`config.mk`:
```
export PLATFORM = sky130hd
export DESIGN_NAME = alu_share_arbiter_flat
export DESIGN_NICKNAME = d
export VERILOG_FILES = /design/src/rtl/alu_pkg.sv /design/src/rtl/alu_share_arbiter_if.sv /design/src/rtl/alu_share_arbiter_rr_arb2.sv /design/src/rtl/alu_share_arbiter.sv /design/src/flat_wrapper.sv
export SDC_FILE = /design/constraint.sdc
export NUM_CORES = 1
export LEC_CHECK = 0
export BUFFER_PORTS_ARGS = -buffer_cell sky130_fd_sc_hd__buf_2
export CAP_MARGIN = 0
export CORE_AREA = 2 2 122 124
export CTS_CLUSTER_DIAMETER = 100
export DETAILED_ROUTE_END_ITERATION = 12
export DIE_AREA = 0 0 124 126
export PLACE_DENSITY_LB_ADDON = 0.15
export SLEW_MARGIN = 0
export SYNTH_ARGS = -nofsm -noshare
export SYNTH_HDL_FRONTEND = slang
export SYNTH_SLANG_ARGS = --single-unit
```
`constraint.sdc`:
```
create_clock -name clk -period 2.2 [get_ports clk]
set_clock_uncertainty 0.15 [all_clocks]
set_input_delay 0.44 -clock clk [delete_from_list [all_inputs] [get_ports clk]]
set_output_delay 0.44 -clock clk [all_outputs]
set_load 0.1 [all_outputs]
```
`src/rtl/alu_pkg.sv`:
```
// Shared definitions for the ALU sharing logic: requester ids, default widths
// and the layout of the static {write_enable, dest_reg} field.
package alu_pkg;

    localparam int DEF_OPERAND_SIZE     = 32;
    localparam int DEF_REG_ADDRESS_SIZE = 5;
    localparam int DEF_OP_SIZE          = 1;
    localparam int DEF_CNT_W            = 16;

    localparam int STATIC_W = DEF_REG_ADDRESS_SIZE + 1;
    localparam int WE_BIT   = DEF_REG_ADDRESS_SIZE;

    typedef enum logic {
        REQ_EXEC = 1'b0,
        REQ_AGU  = 1'b1
    } req_id_e;

    function automatic int static_width(input int reg_address_size);
        return reg_address_size + 1;
    endfunction

    // Maps a one-hot grant back to the requester that owns it.
    function automatic req_id_e grant_index(input logic [1:0] grant);
        return grant[1] ? REQ_AGU : REQ_EXEC;
    endfunction

endpackage

```
`src/rtl/alu_share_arbiter_if.sv`:
```
// Request, ALU-side and response signals of the shared-ALU arbiter.
// The slave modport is the arbiter, the master modport is its environment.
interface alu_share_arbiter_if
    import alu_pkg::*;
#(
    parameter int OPERAND_SIZE     = DEF_OPERAND_SIZE,
    parameter int REG_ADDRESS_SIZE = DEF_REG_ADDRESS_SIZE,
    parameter int OP_SIZE          = DEF_OP_SIZE,
    parameter int CNT_W            = DEF_CNT_W
);

    logic                        flush;

    logic                        r0_valid;
    logic                        r0_ready;
    logic [OP_SIZE-1:0]          r0_op;
    logic [OPERAND_SIZE-1:0]     r0_operand1;
    logic [OPERAND_SIZE-1:0]     r0_operand2;
    logic [REG_ADDRESS_SIZE:0]   r0_static;

    logic                        r1_valid;
    logic                        r1_ready;
    logic [OP_SIZE-1:0]          r1_op;
    logic [OPERAND_SIZE-1:0]     r1_operand1;
    logic [OPERAND_SIZE-1:0]     r1_operand2;
    logic [REG_ADDRESS_SIZE:0]   r1_static;

    logic [OP_SIZE-1:0]          alu_op;
    logic [OPERAND_SIZE-1:0]     alu_operand1;
    logic [OPERAND_SIZE-1:0]     alu_operand2;
    logic [REG_ADDRESS_SIZE:0]   alu_static_in;
    logic [OPERAND_SIZE-1:0]     alu_result;
    logic [REG_ADDRESS_SIZE:0]   alu_static_out;

    logic                        resp_valid;
    logic                        resp_ready;
    logic [OPERAND_SIZE-1:0]     resp_result;
    logic [REG_ADDRESS_SIZE:0]   resp_static;
    logic                        resp_id;

    logic [CNT_W-1:0]            conflict_count;

    modport slave (
        input  flush,
        input  r0_valid, r0_op, r0_operand1, r0_operand2, r0_static,
        output r0_ready,
        input  r1_valid, r1_op, r1_operand1, r1_operand2, r1_static,
        output r1_ready,
        output alu_op, alu_operand1, alu_operand2, alu_static_in,
        input  alu_result, alu_static_out,
        output resp_valid, resp_result, resp_static, resp_id,
        input  resp_ready,
        output conflict_count
    );

    modport master (
        output flush,
        output r0_valid, r0_op, r0_operand1, r0_operand2, r0_static,
        input  r0_ready,
        output r1_valid, r1_op, r1_operand1, r1_operand2, r1_static,
        input  r1_ready,
        input  alu_op, alu_operand1, alu_operand2, alu_static_in,
        output alu_result, alu_static_out,
        input  resp_valid, resp_result, resp_static, resp_id,
        output resp_ready,
        input  conflict_count
    );

endinterface

```
`src/rtl/alu_share_arbiter_rr_arb2.sv`:
```
// Two-way round-robin arbiter: on a conflict the requester that did not win
// last time is granted. Grant is one-hot (or zero) and purely combinational.
module rr_arb2 (
    input  logic [1:0] valid,
    input  logic       last_grant,
    input  logic       enable,
    output logic [1:0] grant
);

    always_comb begin
        grant = 2'b00;
        if (enable) begin
            case (valid)
                2'b01:   grant = 2'b01;
                2'b10:   grant = 2'b10;
                2'b11:   grant = last_grant ? 2'b01 : 2'b10;
                default: grant = 2'b00;
            endcase
        end
    end

endmodule

```
`src/rtl/alu_share_arbiter.sv`:
```
// Shares one combinational ALU between the execute stage (r0) and the
// address/branch unit (r1), registering each result with its requester tag.
module alu_share_arbiter
    import alu_pkg::*;
#(
    parameter int OPERAND_SIZE     = DEF_OPERAND_SIZE,
    parameter int REG_ADDRESS_SIZE = DEF_REG_ADDRESS_SIZE,
    parameter int OP_SIZE          = DEF_OP_SIZE,
    parameter int CNT_W            = DEF_CNT_W
) (
    input  logic                clk,
    input  logic                rst_n,
    alu_share_arbiter_if.slave  bus
);

    localparam int               SW       = static_width(REG_ADDRESS_SIZE);
    localparam int               WE       = REG_ADDRESS_SIZE;
    localparam logic [CNT_W-1:0] CNT_ONE  = CNT_W'(1);
    localparam logic [CNT_W-1:0] CNT_MAX  = '1;

    logic                    resp_valid_q;
    logic [OPERAND_SIZE-1:0] resp_result_q;
    logic [SW-1:0]           resp_static_q;
    req_id_e                 resp_id_q;
    req_id_e                 last_grant_q;
    logic [CNT_W-1:0]        conflict_q;

    logic                    can_accept;
    logic [1:0]              grant;
    logic                    any_grant;
    logic                    both_valid;

    // A held result blocks new grants unless it drains this same cycle.
    assign can_accept = !bus.flush && (!resp_valid_q || bus.resp_ready);
    assign any_grant  = |grant;
    assign both_valid = bus.r0_valid && bus.r1_valid;

    rr_arb2 u_arb (
        .valid      ({bus.r1_valid, bus.r0_valid}),
        .last_grant (last_grant_q),
        .enable     (can_accept),
        .grant      (grant)
    );

    assign bus.r0_ready = grant[0];
    assign bus.r1_ready = grant[1];

    // Idle cycles still present r0's operands but must never look like a write.
    always_comb begin
        bus.alu_op        = bus.r0_op;
        bus.alu_operand1  = bus.r0_operand1;
        bus.alu_operand2  = bus.r0_operand2;
        bus.alu_static_in = bus.r0_static;
        if (grant[1]) begin
            bus.alu_op        = bus.r1_op;
            bus.alu_operand1  = bus.r1_operand1;
            bus.alu_operand2  = bus.r1_operand2;
            bus.alu_static_in = bus.r1_static;
        end else if (!grant[0]) begin
            bus.alu_static_in[WE] = 1'b0;
        end
    end

    always_ff @(posedge clk or negedge rst_n) begin
        if (!rst_n) begin
            resp_valid_q  <= 1'b0;
            resp_result_q <= '0;
            resp_static_q <= '0;
            resp_id_q     <= REQ_EXEC;
            last_grant_q  <= REQ_AGU;
        end else if (any_grant) begin
            resp_valid_q  <= 1'b1;
            resp_result_q <= bus.alu_result;
            resp_static_q <= bus.alu_static_out;
            resp_id_q     <= grant_index(grant);
            last_grant_q  <= grant_index(grant);
        end else if (bus.flush || bus.resp_ready) begin
            resp_valid_q  <= 1'b0;
        end
    end

    always_ff @(posedge clk or negedge rst_n) begin
        if (!rst_n) begin
            conflict_q <= '0;
        end else if (both_valid && conflict_q != CNT_MAX) begin
            conflict_q <= conflict_q + CNT_ONE;
        end
    end

    assign bus.resp_valid     = resp_valid_q;
    assign bus.resp_result    = resp_result_q;
    assign bus.resp_static    = resp_static_q;
    assign bus.resp_id        = resp_id_q;
    assign bus.conflict_count = conflict_q;

    a_single_ready: assert property (@(posedge clk) disable iff (!rst_n)
        !(bus.r0_ready && bus.r1_ready));

    a_backpressure_hold: assert property (@(posedge clk) disable iff (!rst_n)
        (resp_valid_q && !bus.resp_ready && !bus.flush)
        |=> (resp_valid_q && $stable(resp_result_q) && $stable(resp_static_q)));

    a_flush_drops: assert property (@(posedge clk) disable iff (!rst_n)
        bus.flush |=> !resp_valid_q);

endmodule

```
`src/flat_wrapper.sv`:
```
// flat-port wrapper written by rule: the top's interface ports become plain ports
module alu_share_arbiter_flat import alu_pkg::*;
#(
    parameter int OPERAND_SIZE     = DEF_OPERAND_SIZE,
    parameter int REG_ADDRESS_SIZE = DEF_REG_ADDRESS_SIZE,
    parameter int OP_SIZE          = DEF_OP_SIZE,
    parameter int CNT_W            = DEF_CNT_W
)
  (clk, rst_n, bus_flush, bus_r0_valid, bus_r0_op, bus_r0_operand1, bus_r0_operand2, bus_r0_static, bus_r0_ready, bus_r1_valid, bus_r1_op, bus_r1_operand1, bus_r1_operand2, bus_r1_static, bus_r1_ready, bus_alu_op, bus_alu_operand1, bus_alu_operand2, bus_alu_static_in, bus_alu_result, bus_alu_static_out, bus_resp_valid, bus_resp_result, bus_resp_static, bus_resp_id, bus_resp_ready, bus_conflict_count);
  alu_share_arbiter_if #(.OPERAND_SIZE(OPERAND_SIZE), .REG_ADDRESS_SIZE(REG_ADDRESS_SIZE), .OP_SIZE(OP_SIZE), .CNT_W(CNT_W)) bus_i ();
  input  logic clk;
  input  logic rst_n;
  input wire logic [$bits(bus_i.flush)-1:0] bus_flush;
  input wire logic [$bits(bus_i.r0_valid)-1:0] bus_r0_valid;
  input wire logic [$bits(bus_i.r0_op)-1:0] bus_r0_op;
  input wire logic [$bits(bus_i.r0_operand1)-1:0] bus_r0_operand1;
  input wire logic [$bits(bus_i.r0_operand2)-1:0] bus_r0_operand2;
  input wire logic [$bits(bus_i.r0_static)-1:0] bus_r0_static;
  output wire logic [$bits(bus_i.r0_ready)-1:0] bus_r0_ready;
  input wire logic [$bits(bus_i.r1_valid)-1:0] bus_r1_valid;
  input wire logic [$bits(bus_i.r1_op)-1:0] bus_r1_op;
  input wire logic [$bits(bus_i.r1_operand1)-1:0] bus_r1_operand1;
  input wire logic [$bits(bus_i.r1_operand2)-1:0] bus_r1_operand2;
  input wire logic [$bits(bus_i.r1_static)-1:0] bus_r1_static;
  output wire logic [$bits(bus_i.r1_ready)-1:0] bus_r1_ready;
  output wire logic [$bits(bus_i.alu_op)-1:0] bus_alu_op;
  output wire logic [$bits(bus_i.alu_operand1)-1:0] bus_alu_operand1;
  output wire logic [$bits(bus_i.alu_operand2)-1:0] bus_alu_operand2;
  output wire logic [$bits(bus_i.alu_static_in)-1:0] bus_alu_static_in;
  input wire logic [$bits(bus_i.alu_result)-1:0] bus_alu_result;
  input wire logic [$bits(bus_i.alu_static_out)-1:0] bus_alu_static_out;
  output wire logic [$bits(bus_i.resp_valid)-1:0] bus_resp_valid;
  output wire logic [$bits(bus_i.resp_result)-1:0] bus_resp_result;
  output wire logic [$bits(bus_i.resp_static)-1:0] bus_resp_static;
  output wire logic [$bits(bus_i.resp_id)-1:0] bus_resp_id;
  input wire logic [$bits(bus_i.resp_ready)-1:0] bus_resp_ready;
  output wire logic [$bits(bus_i.conflict_count)-1:0] bus_conflict_count;
  assign bus_i.flush = bus_flush;
  assign bus_i.r0_valid = bus_r0_valid;
  assign bus_i.r0_op = bus_r0_op;
  assign bus_i.r0_operand1 = bus_r0_operand1;
  assign bus_i.r0_operand2 = bus_r0_operand2;
  assign bus_i.r0_static = bus_r0_static;
  assign bus_r0_ready = bus_i.r0_ready;
  assign bus_i.r1_valid = bus_r1_valid;
  assign bus_i.r1_op = bus_r1_op;
  assign bus_i.r1_operand1 = bus_r1_operand1;
  assign bus_i.r1_operand2 = bus_r1_operand2;
  assign bus_i.r1_static = bus_r1_static;
  assign bus_r1_ready = bus_i.r1_ready;
  assign bus_alu_op = bus_i.alu_op;
  assign bus_alu_operand1 = bus_i.alu_operand1;
  assign bus_alu_operand2 = bus_i.alu_operand2;
  assign bus_alu_static_in = bus_i.alu_static_in;
  assign bus_i.alu_result = bus_alu_result;
  assign bus_i.alu_static_out = bus_alu_static_out;
  assign bus_resp_valid = bus_i.resp_valid;
  assign bus_resp_result = bus_i.resp_result;
  assign bus_resp_static = bus_i.resp_static;
  assign bus_resp_id = bus_i.resp_id;
  assign bus_i.resp_ready = bus_resp_ready;
  assign bus_conflict_count = bus_i.conflict_count;
  alu_share_arbiter #(.OPERAND_SIZE(OPERAND_SIZE), .REG_ADDRESS_SIZE(REG_ADDRESS_SIZE), .OP_SIZE(OP_SIZE), .CNT_W(CNT_W)) u_core (.clk(clk), .rst_n(rst_n), .bus(bus_i));
endmodule
```
== Yosys cells after proc, flatten, opt, wreduce, memory -nomap -nowiden ==
Cells that the tools add are included.

* Flip-flop bits (word level): 57
* Input port bits: 186

* Add/sub/neg operators: 1
* Equality and inequality tests: 4
* Mux-type cells: 12
* Reduce and logical (&&, ||, !) cells: 9

{| class="wikitable"
|+ Operators with widths
! kind !! number
|-
| $mux W32 || 2
|-
| $add A16 B1 Y16 const B || 1
|-
| $ne A16 B16 Y1 const B || 1
|-
| $mux W1 || 6
|-
| $pmux W2 S3 || 1
|-
| $mux W5 || 1
|-
| $eq A2 B2 Y1 const B || 2
|-
| $mux W2 || 2
|-
| $logic_and A1 B1 Y1 || 3
|-
| $eq A2 B1 Y1 const B || 1
|-
| $logic_not A1 Y1 || 2
|-
| $logic_or A1 B1 Y1 || 2
|-
| $reduce_bool A2 Y1 || 1
|-
| $reduce_or A2 Y1 || 1
|}

== Longest topological paths before layout ==
Gate-level depths: netlist (run 1).

* Word-level depth: 6
* Gate-level depth with buffers: 8

== Hierarchy ==
Synthesis (run 1) repeated with hierarchy kept, for this count alone.

* Cells, all modules: 242
* Area, all modules: 3,166.8 sq um

{| class="wikitable"
|+ By module, submodules not included
! module !! times used !! cells each !! area each (sq um) !! seq. area each (sq um)
|-
| alu_share_arbiter || 1 || 237 || 3,145.5 || 1,427.6
|-
| rr_arb2 || 1 || 5 || 21.3 || 0.0
|}

== Worst setup path after synthesis (run 1) ==
OpenSTA, ideal clock, no wires.

* Path kind: register to output
* From: reg u_core.resp_valid_q (netlist: u_core.bus.resp_valid)
* To: out bus_alu_static_in[5]
* Data arrival time: 2.750 ns
* Slack: -1.140 ns
* Cell stages (with the launch flop): 6
* Cell sequence: dfrtp_1 -> nor2b_1 -> nor2_1 -> nand3_1 -> inv_1 -> a22o_1

* Longest elaborated chain between the ends: 6

{| class="wikitable"
|+ Ends and longest elaborated chain
! what !! RTL line !! RTL
|-
| start: declaration || alu_share_arbiter.sv:21 || <nowiki>logic resp_valid_q;</nowiki>
|-
| start signal: assignment || alu_share_arbiter.sv:66 || <nowiki>resp_valid_q <= 1'b0;</nowiki>
|-
| start signal: assignment || alu_share_arbiter.sv:72 || <nowiki>resp_valid_q <= 1'b1;</nowiki>
|-
| start signal: assignment || alu_share_arbiter.sv:78 || <nowiki>resp_valid_q <= 1'b0;</nowiki>
|-
| $logic_not A1 Y1 || alu_share_arbiter.sv:34 || <nowiki>assign can_accept = !bus.flush && (!resp_valid_q || bus.resp_ready);</nowiki>
|-
| $logic_or A1 B1 Y1 || alu_share_arbiter.sv:34 ||
|-
| $logic_and A1 B1 Y1 || alu_share_arbiter.sv:34 ||
|-
| $mux W2 || alu_share_arbiter_rr_arb2.sv:12 || <nowiki>if (enable) begin</nowiki>
|-
| net bus_r0_ready || flat_wrapper.sv:19 || <nowiki>output wire logic [$bits(bus_i.r0_ready)-1:0] bus_r0_ready;</nowiki>
|-
| $mux W1 || alu_share_arbiter.sv:59 || <nowiki>end else if (!grant[0]) begin</nowiki>
|-
| $mux W1 || alu_share_arbiter.sv:54 || <nowiki>if (grant[1]) begin</nowiki>
|-
| end: declaration || flat_wrapper.sv:29 || <nowiki>output wire logic [$bits(bus_i.alu_static_in)-1:0] bus_alu_static_in;</nowiki>
|}

The timed path passes the listed nets, and every way through them passes these cells.

== Worst setup path after layout (run 1) ==
* From: reg u_core.resp_valid_q (netlist: u_core.bus.resp_valid)
* To: out bus_alu_operand1[5]

* Longest elaborated chain between the ends: 5

{| class="wikitable"
|+ Ends and longest elaborated chain
! what !! RTL line !! RTL
|-
| $logic_not A1 Y1 || alu_share_arbiter.sv:34 ||
|-
| $logic_or A1 B1 Y1 || alu_share_arbiter.sv:34 ||
|-
| $logic_and A1 B1 Y1 || alu_share_arbiter.sv:34 ||
|-
| $mux W2 || alu_share_arbiter_rr_arb2.sv:12 ||
|-
| $mux W32 || alu_share_arbiter.sv:54 ||
|-
| end: declaration || flat_wrapper.sv:27 || <nowiki>output wire logic [$bits(bus_i.alu_operand1)-1:0] bus_alu_operand1;</nowiki>
|}

No other way between the ends.

==> impl_metrics.toml, run 1 <==
[run_status]
status = "finished, violations left"
violations = "negative setup slack"

[worst_setup_path]
critPathSlowestCell = "dfrtp_4"
worstPathRequired_ns = 1.61
reg2reg_to = "u_core.bus.resp_static[1]"
arrival_ns = 2.17
cp_num_buf_inv = 3
crit_type = "reg2out"
cpLargestDelayFamily = "buffers and inverters"
r2r-start = "u_core.bus.resp_valid"
cpMostUsedCell = "buf_12"
path_cells = "nor2b_4 -> a2111oi_4 -> buf_12 -> buf_12 -> mux2_2 -> buf_6"
rrSetupSlack_ns = 0.07
cp_max_fo = 16
startpoint = "u_core.bus.resp_valid"
end_kind = "output pin"
start_kind = "register"
r2r.worst_path.cells = 8
slowest_delay_ns = 0.47

[hold_path]
hold_class = "in2reg"
hold_end = "u_core.bus.resp_result[15]"
hold_depth = 2
min-delay-start = "bus_alu_result[15]"

[synth]
synth_area_mm2 = 0.00321
synth_compound_area_share_pct = 2.73
synth_top_family_by_area = "multiplexers"
ys_ff_latch = 57
synth.top_cell.area_share_pct = 43.6
synthCells = 246
syn_avg_cell_area_um2 = 13.1
synth-simple-area-share_pct = 7.44
synth_nets = 433
ys_warn_count = 0
synth_cell_type_count = 35
synth_top_cell_by_area = "dfrtp_1"
synth.area.top_cells = "dfrtp_1, mux2_2, mux2_1"
synthAdderAreaFrac_pct = 0.390
synthMuxAreaShare_pct = 38.2
synthXorXnorAreaFrac_pct = 3.82
yosysSeqAreaShare_pct = 44.4

[sta]
fmax_ghz = 0.363
fin_crit_ns = 2.76
hold_viol_final = 0
tns_ns = -35.05
slew_viol_final = 0
setup_viol = 73
min_period_over_period_pct = 125
worst_slack_ns = -0.558
relSlewSlack_pct = 59.3
rsz0062_at_grt = "true"
tightest_slew_ns = 0.611

[floorplan]
coreArea_mm2 = 0.0143
dieArea_mm2 = 0.0156
ios = 315
row_count = 44
fp.dieW_um = 124
die_h_um = 126
start_util_pct = 22.4

[power]
leakage_nw = 3.38
powerDensity_mw_per_mm2 = 1150
irDropWorstVdd_uv = 825

[clocking]
cts_tree = "built"
path_clk_slew_ns = 0.06
cts_buffers = 9
htree_levels = 3
cts.path.max_buffers = 2
clock_sinks = 57
root_buffer = "clkbuf_16"
clkLatencyLatePin_ns = 0.33

[grt]
gr-total-overflow = 0
antenna_found_initial = 1
grt_first_pass_wirelength_um = 20300
met3_usage_pct = 5.16
use_met1_pct = 20.2
grt_pass1_vias = 3542
grt_max_degree = 34
grt_usage_pct = 17.5
busiest_layer = "met2"
use_met2_pct = 31.0

[route]
dr.pass1.iters = 4
drt_wl_total_um = 14500
drc = 0
via_count = 3355
drtIter0Drc = 101
wl_per_cell_um = 18.7
viasPerCell = 4.33
ant_nets = 0

[final_layout]
syn_to_final_growth_pct = 109
layout-drive-gt1-share_pct = 81.2
fin_nets = 772

[placed_design]
dpl.hpwl_um = 11200
routabilityCongestion = 1.01
pre_cts_slack_ns = -0.426
port_buffers = 314

[flow_run]
maxCapViolCount = 0
==> layout by cell type, fill, tap and decap left out, types with 4 or more instances in the layout <==
cell type / instances
mux2_1: 9
nand2_1: 6
mux2_4: 62
buf_8: 6
xnor2_1: 7
nand4_1: 4
buf_6: 23
dfrtp_1: 39
dfrtp_2: 14
buf_12: 52
buf_4: 15
clkbuf_16: 9
xor2_1: 7
nor2_4: 4
nand3_1: 5
mux2_2: 38
buf_2: 241
nor2_1: 4
and3_1: 5
==> where the power goes <==
group | internal [mW] | switching [mW] | total [mW]
Combinational | 1.19 | 3.51 | 4.70
Sequential | 1.35 | 0.193 | 1.54
Clock | 1.02 | 0.456 | 1.48
==> worst max-delay path by stage <==
stage	end	slack, ns	cells after the start
4_1_cts	bus_alu_operand1[8]	-0.57	6
5_1_grt	bus_alu_operand1[5]	-0.64	6
6_report	bus_alu_operand1[5]	-0.56	6
3_5_place_dp	u_core.bus.resp_result[0]	-0.43	7
3_3_place_gp	bus_alu_operand1[6]	-0.37	7
2_1_floorplan	u_core.bus.resp_result[13]	-0.38	8
==> routing by layer <==
layer | share of wire (%) | vias to the layer above | wire length [um]
met5 | 0 | - | 0
met4 | 1.2 | 0 | 178
met3 | 8.4 | 15 | 1220
met2 | 52 | 168 | 7600
met1 | 38 | 1592 | 5490
li1 | - | 1580 | -
==> final cells by class <==
class | count | area, um2
inverter | 3 | 15.0
timing repair buffer | 338 | 2720
clock inverter | 3 | 65.1
tap | 184 | 230
sequential | 57 | 1460
fill | 1303 | 7590
multi-input combinational | 176 | 1990
antenna | 1 | 2.50
clock buffer | 13 | 250
==> cell usage after synthesis <==
cell and number:
nand4b_1 2, mux2_2 100, nor2_1 6, nand4_1 4, o21ai_0 1, and4_1 2, mux2_1 9, or4_1 1
xnor2_1 7, nor3b_1 1, nor3_1 3, xor2_1 7, nor2b_1 1, and3_1 5, nor4b_1 1, a22o_1 1
o2111ai_1 1, a21o_1 2, a21oi_1 1, nand2b_1 1, o2111a_1 1, inv_1 2, a2111oi_4 1, nand3_1 6
dfrtp_1 56, a31oi_1 1, inv_2 1, ha_1 1, nand2_1 6, dfstp_2 1, buf_2 4, buf_6 1
nor4b_2 1, buf_4 7, and2_1 1
==> per-stage QoR <==
stage / instances / util [%] / hold WS (ns) / total power, mW / area, um2
2_1_floorplan: 246 / - / -0.00559 / 5.10 / 3560
6_report: 775 / 47.0 / 0.176 / 7.71 / 6730
5_1_grt: 775 / 47.0 / 0.166 / 7.98 / 6730
4_1_cts: 769 / 46.4 / 0.164 / 7.73 / 6650
3_3_place_gp: 750 / 39.1 / 0.315 / 5.89 / 5600
3_5_place_dp: 750 / 39.1 / 0.319 / 5.92 / 5600
==> worst register-to-register path: stages (launching register included) <==
cell and delay (ns):
dfrtp_4 0.40, nor2b_4 0.19, buf_4 0.14, nor2_4 0.03, nand3_2 0.09, clkinvlp_4 0.10, buf_4 0.17, nor2_4 0.33
mux2_2 0.39
==> flip-flops by register name, indices dropped and copies added (netlist names) <==
| signal | cells |
|---|---|
| u_core.bus.conflict_count | 16 |
| u_core.bus.resp_id | 1 |
| u_core.bus.resp_result | 32 |
| u_core.bus.resp_static | 6 |
| u_core.bus.resp_valid | 1 |
| u_core.last_grant_q | 1 |
==> logic make-up (layout without fill, tap and decap cells) <==
family / Yosys count / in the layout
AOI/OAI and AO/OA: 9 / 9
xor gates and xnor gates: 14 / 14
adders and majority gates: 1 / 1
buffers and inverters: 15 / 357
DFF: 57 / 57
muxes: 109 / 109
other: 0 / 1
and+or+nand+nor: 41 / 43
==> timing repair <==
action / 4_1_cts / 5_1_grt
gates cloned: 1 / 1
buffers inserted: 1 / 4
hold buffers: 1 / 0
setup endpoints to repair: 112 / 112
pin swaps: 1 / 5
endpoints found under the hold margin: 9 / 0
resized for setup: 197 / 6
Note: power is estimated with default switching activity, not from simulation.
==> run 2: changes to the inputs <==
--- a/config.mk
+++ b/config.mk
@@ -17,2 +17,3 @@
 export SYNTH_HDL_FRONTEND = slang
 export SYNTH_SLANG_ARGS = --single-unit
+export TNS_END_PERCENT = 100
==> constraint.sdc (replaced) <==
create_clock -name clk -period 2.2 [get_ports clk]
set_clock_uncertainty 0.15 [all_clocks]
set_input_delay 0.22 -clock clk [delete_from_list [all_inputs] [get_ports clk]]
set_output_delay 0.22 -clock clk [all_outputs]
set_load 0.1 [all_outputs]
==> impl_metrics.toml, run 2 (synthesis results as in run 1) <==
[worst_setup_path]
worstPathRequired_ns = 1.83
start_kind = "register"
r2r.worst_path.cells = 7
cp_max_fo = 19
r2r-start = "u_core.bus.resp_valid"
crit_type = "reg2out"
rrSetupSlack_ns = 0.16
end_kind = "output pin"
arrival_ns = 2.10
startpoint = "u_core.bus.resp_valid"
reg2reg_to = "u_core.bus.resp_result[16]"
endpoint = "bus_alu_operand2[13]"

[grt]
grt_first_pass_wirelength_um = 21500
use_met2_pct = 32.6
grt_pass1_vias = 3768
met3_usage_pct = 5.21
use_met1_pct = 22.0
gr-total-overflow = 0
busiest_layer = "met2"
grt_usage_pct = 18.6
grt_max_degree = 39
antenna_found_initial = 3

[route]
drt_wl_total_um = 15500
drtIter0Drc = 104
wl_per_cell_um = 19.3
viasPerCell = 4.36
dr.pass1.iters = 4
drc = 0
via_count = 3518
ant_nets = 0

[sta]
hold_ws_ns = 0.0118
fmax_ghz = 0.405
tightest_slew_ns = 0.520
slew_viol_final = 0
hold_viol_final = 0
worst_slack_ns = -0.267
setup_viol = 71
relSlewSlack_pct = 65.6
rsz0062_at_grt = "true"
fin_crit_ns = 2.47
min_period_over_period_pct = 112

[final_layout]
fin_nets = 802
syn_to_final_growth_pct = 119
largest_reg_flops = 32
fillers = 1270
final_common_cell = "buf_2"
final_cell_mix = "buf_2, mux2_4, buf_12"
fin_util_pct = 49.2
layout-drive-gt1-share_pct = 76.0

[power]
irDropWorstVdd_uv = 820
p_seq_share_pct = 20.1
power_frac_comb_pct = 61.6
switching_share_pct = 54.2
power.total_mw = 7.70
p_int_mw = 3.53
powerDensity_mw_per_mm2 = 1090
leakage_nw = 3.50
switching_power_mw = 4.17
clockPowerShare_pct = 18.4

[run_status]
violations = "negative setup slack"
status = "finished, violations left"

[clocking]
cts_tree = "built"
htree_levels = 3
cts.path.max_buffers = 2
clock_sinks = 57
path_clk_slew_ns = 0.05
root_buffer = "clkbuf_16"
cts_buffers = 9
clkLatencyLatePin_ns = 0.32

[floorplan]
die_h_um = 126
fp.dieW_um = 124
start_util_pct = 22.4
coreArea_mm2 = 0.0143
row_count = 44
dieArea_mm2 = 0.0156
ios = 315

[placed_design]
dpl.hpwl_um = 12200
port_buffers = 314
routabilityCongestion = 0.829

[flow_run]
maxCapViolCount = 0

[hold_path]
hold_class = "in2reg"
[run 2: area by class of cell]
type / instances / area [um2] / share of cell area (%)
timing repair buffer: 368 / 3030 / 42.9
multi-input combinational: 176 / 2000 / 28.4
sequential: 57 / 1460 / 20.7
clock buffer: 14 / 274 / 3.89
tap: 184 / 230 / 3.27
clock inverter: 2 / 35.0 / 0.497
inverter: 3 / 15.0 / 0.213
antenna: 2 / 5.00 / 0.0710
[run 2: repair_timing]
action                                  4_1_cts  5_1_grt
hold endpoints to repair                     56        0
pin swaps                                     1        2
gates resized for setup                     211        4
endpoints found under the setup margin      111      108
hold buffers                                 39        0
cloned                                        2        1
buffers inserted                              1        1
[run 2: how the worst min path moves through the flow]
stage / from / end / slack (ns) / depth (start not counted)
final: bus_flush / u_core.bus.resp_valid / 0.01 / 2
after global routing: bus_flush / u_core.bus.resp_valid / 0.04 / 2
after CTS: bus_flush / u_core.bus.resp_valid / 0.006 / 2
after detailed placement: rst_n / u_core.bus.conflict_count[1] / 0.07 / 1
after global placement: rst_n / u_core.bus.conflict_count[1] / 0.07 / 1
after floorplan: rst_n / u_core.bus.conflict_count[10] / -0.23 / 0
[run 2: power groups by stage]
stage / logic [mW] / registers (mW) / clock network [mW]
after floorplan: 1.64 / 3.48 / 0
after global placement: 4.31 / 1.55 / 0
after detailed placement: 4.34 / 1.55 / 0
after CTS: 4.73 / 1.54 / 1.45
after global routing: 4.87 / 1.58 / 1.49
final: 4.74 / 1.54 / 1.41
[run 2: routing by layer]
metal | vias to the layer above | share of wire [%]
met5 | - | 0.071
met4 | 2 | 1.7
met3 | 23 | 8.1
met2 | 173 | 51
met1 | 1677 | 40
li1 | 1643 | -
[run 2: per-stage QoR]
stage,worst slack (ns),instance area (um2),cells,TNS (ns)
after global routing,-0.315,7040,805,-20.20
final,-0.267,7040,806,-16.40
after detailed placement,-0.222,5500,744,-14.07
after CTS,-0.289,7000,802,-18.09
after floorplan,-0.379,3600,246,-26.15
after global placement,-0.205,5500,744,-12.62
[run 2: critical path: stages, from the launching register on]
cell and delay (ns):
dfrtp_4 0.46, nor2b_4 0.14, a2111oi_4 0.24, buf_12 0.20
buf_16 0.19, mux2_4 0.34, buf_12 0.17
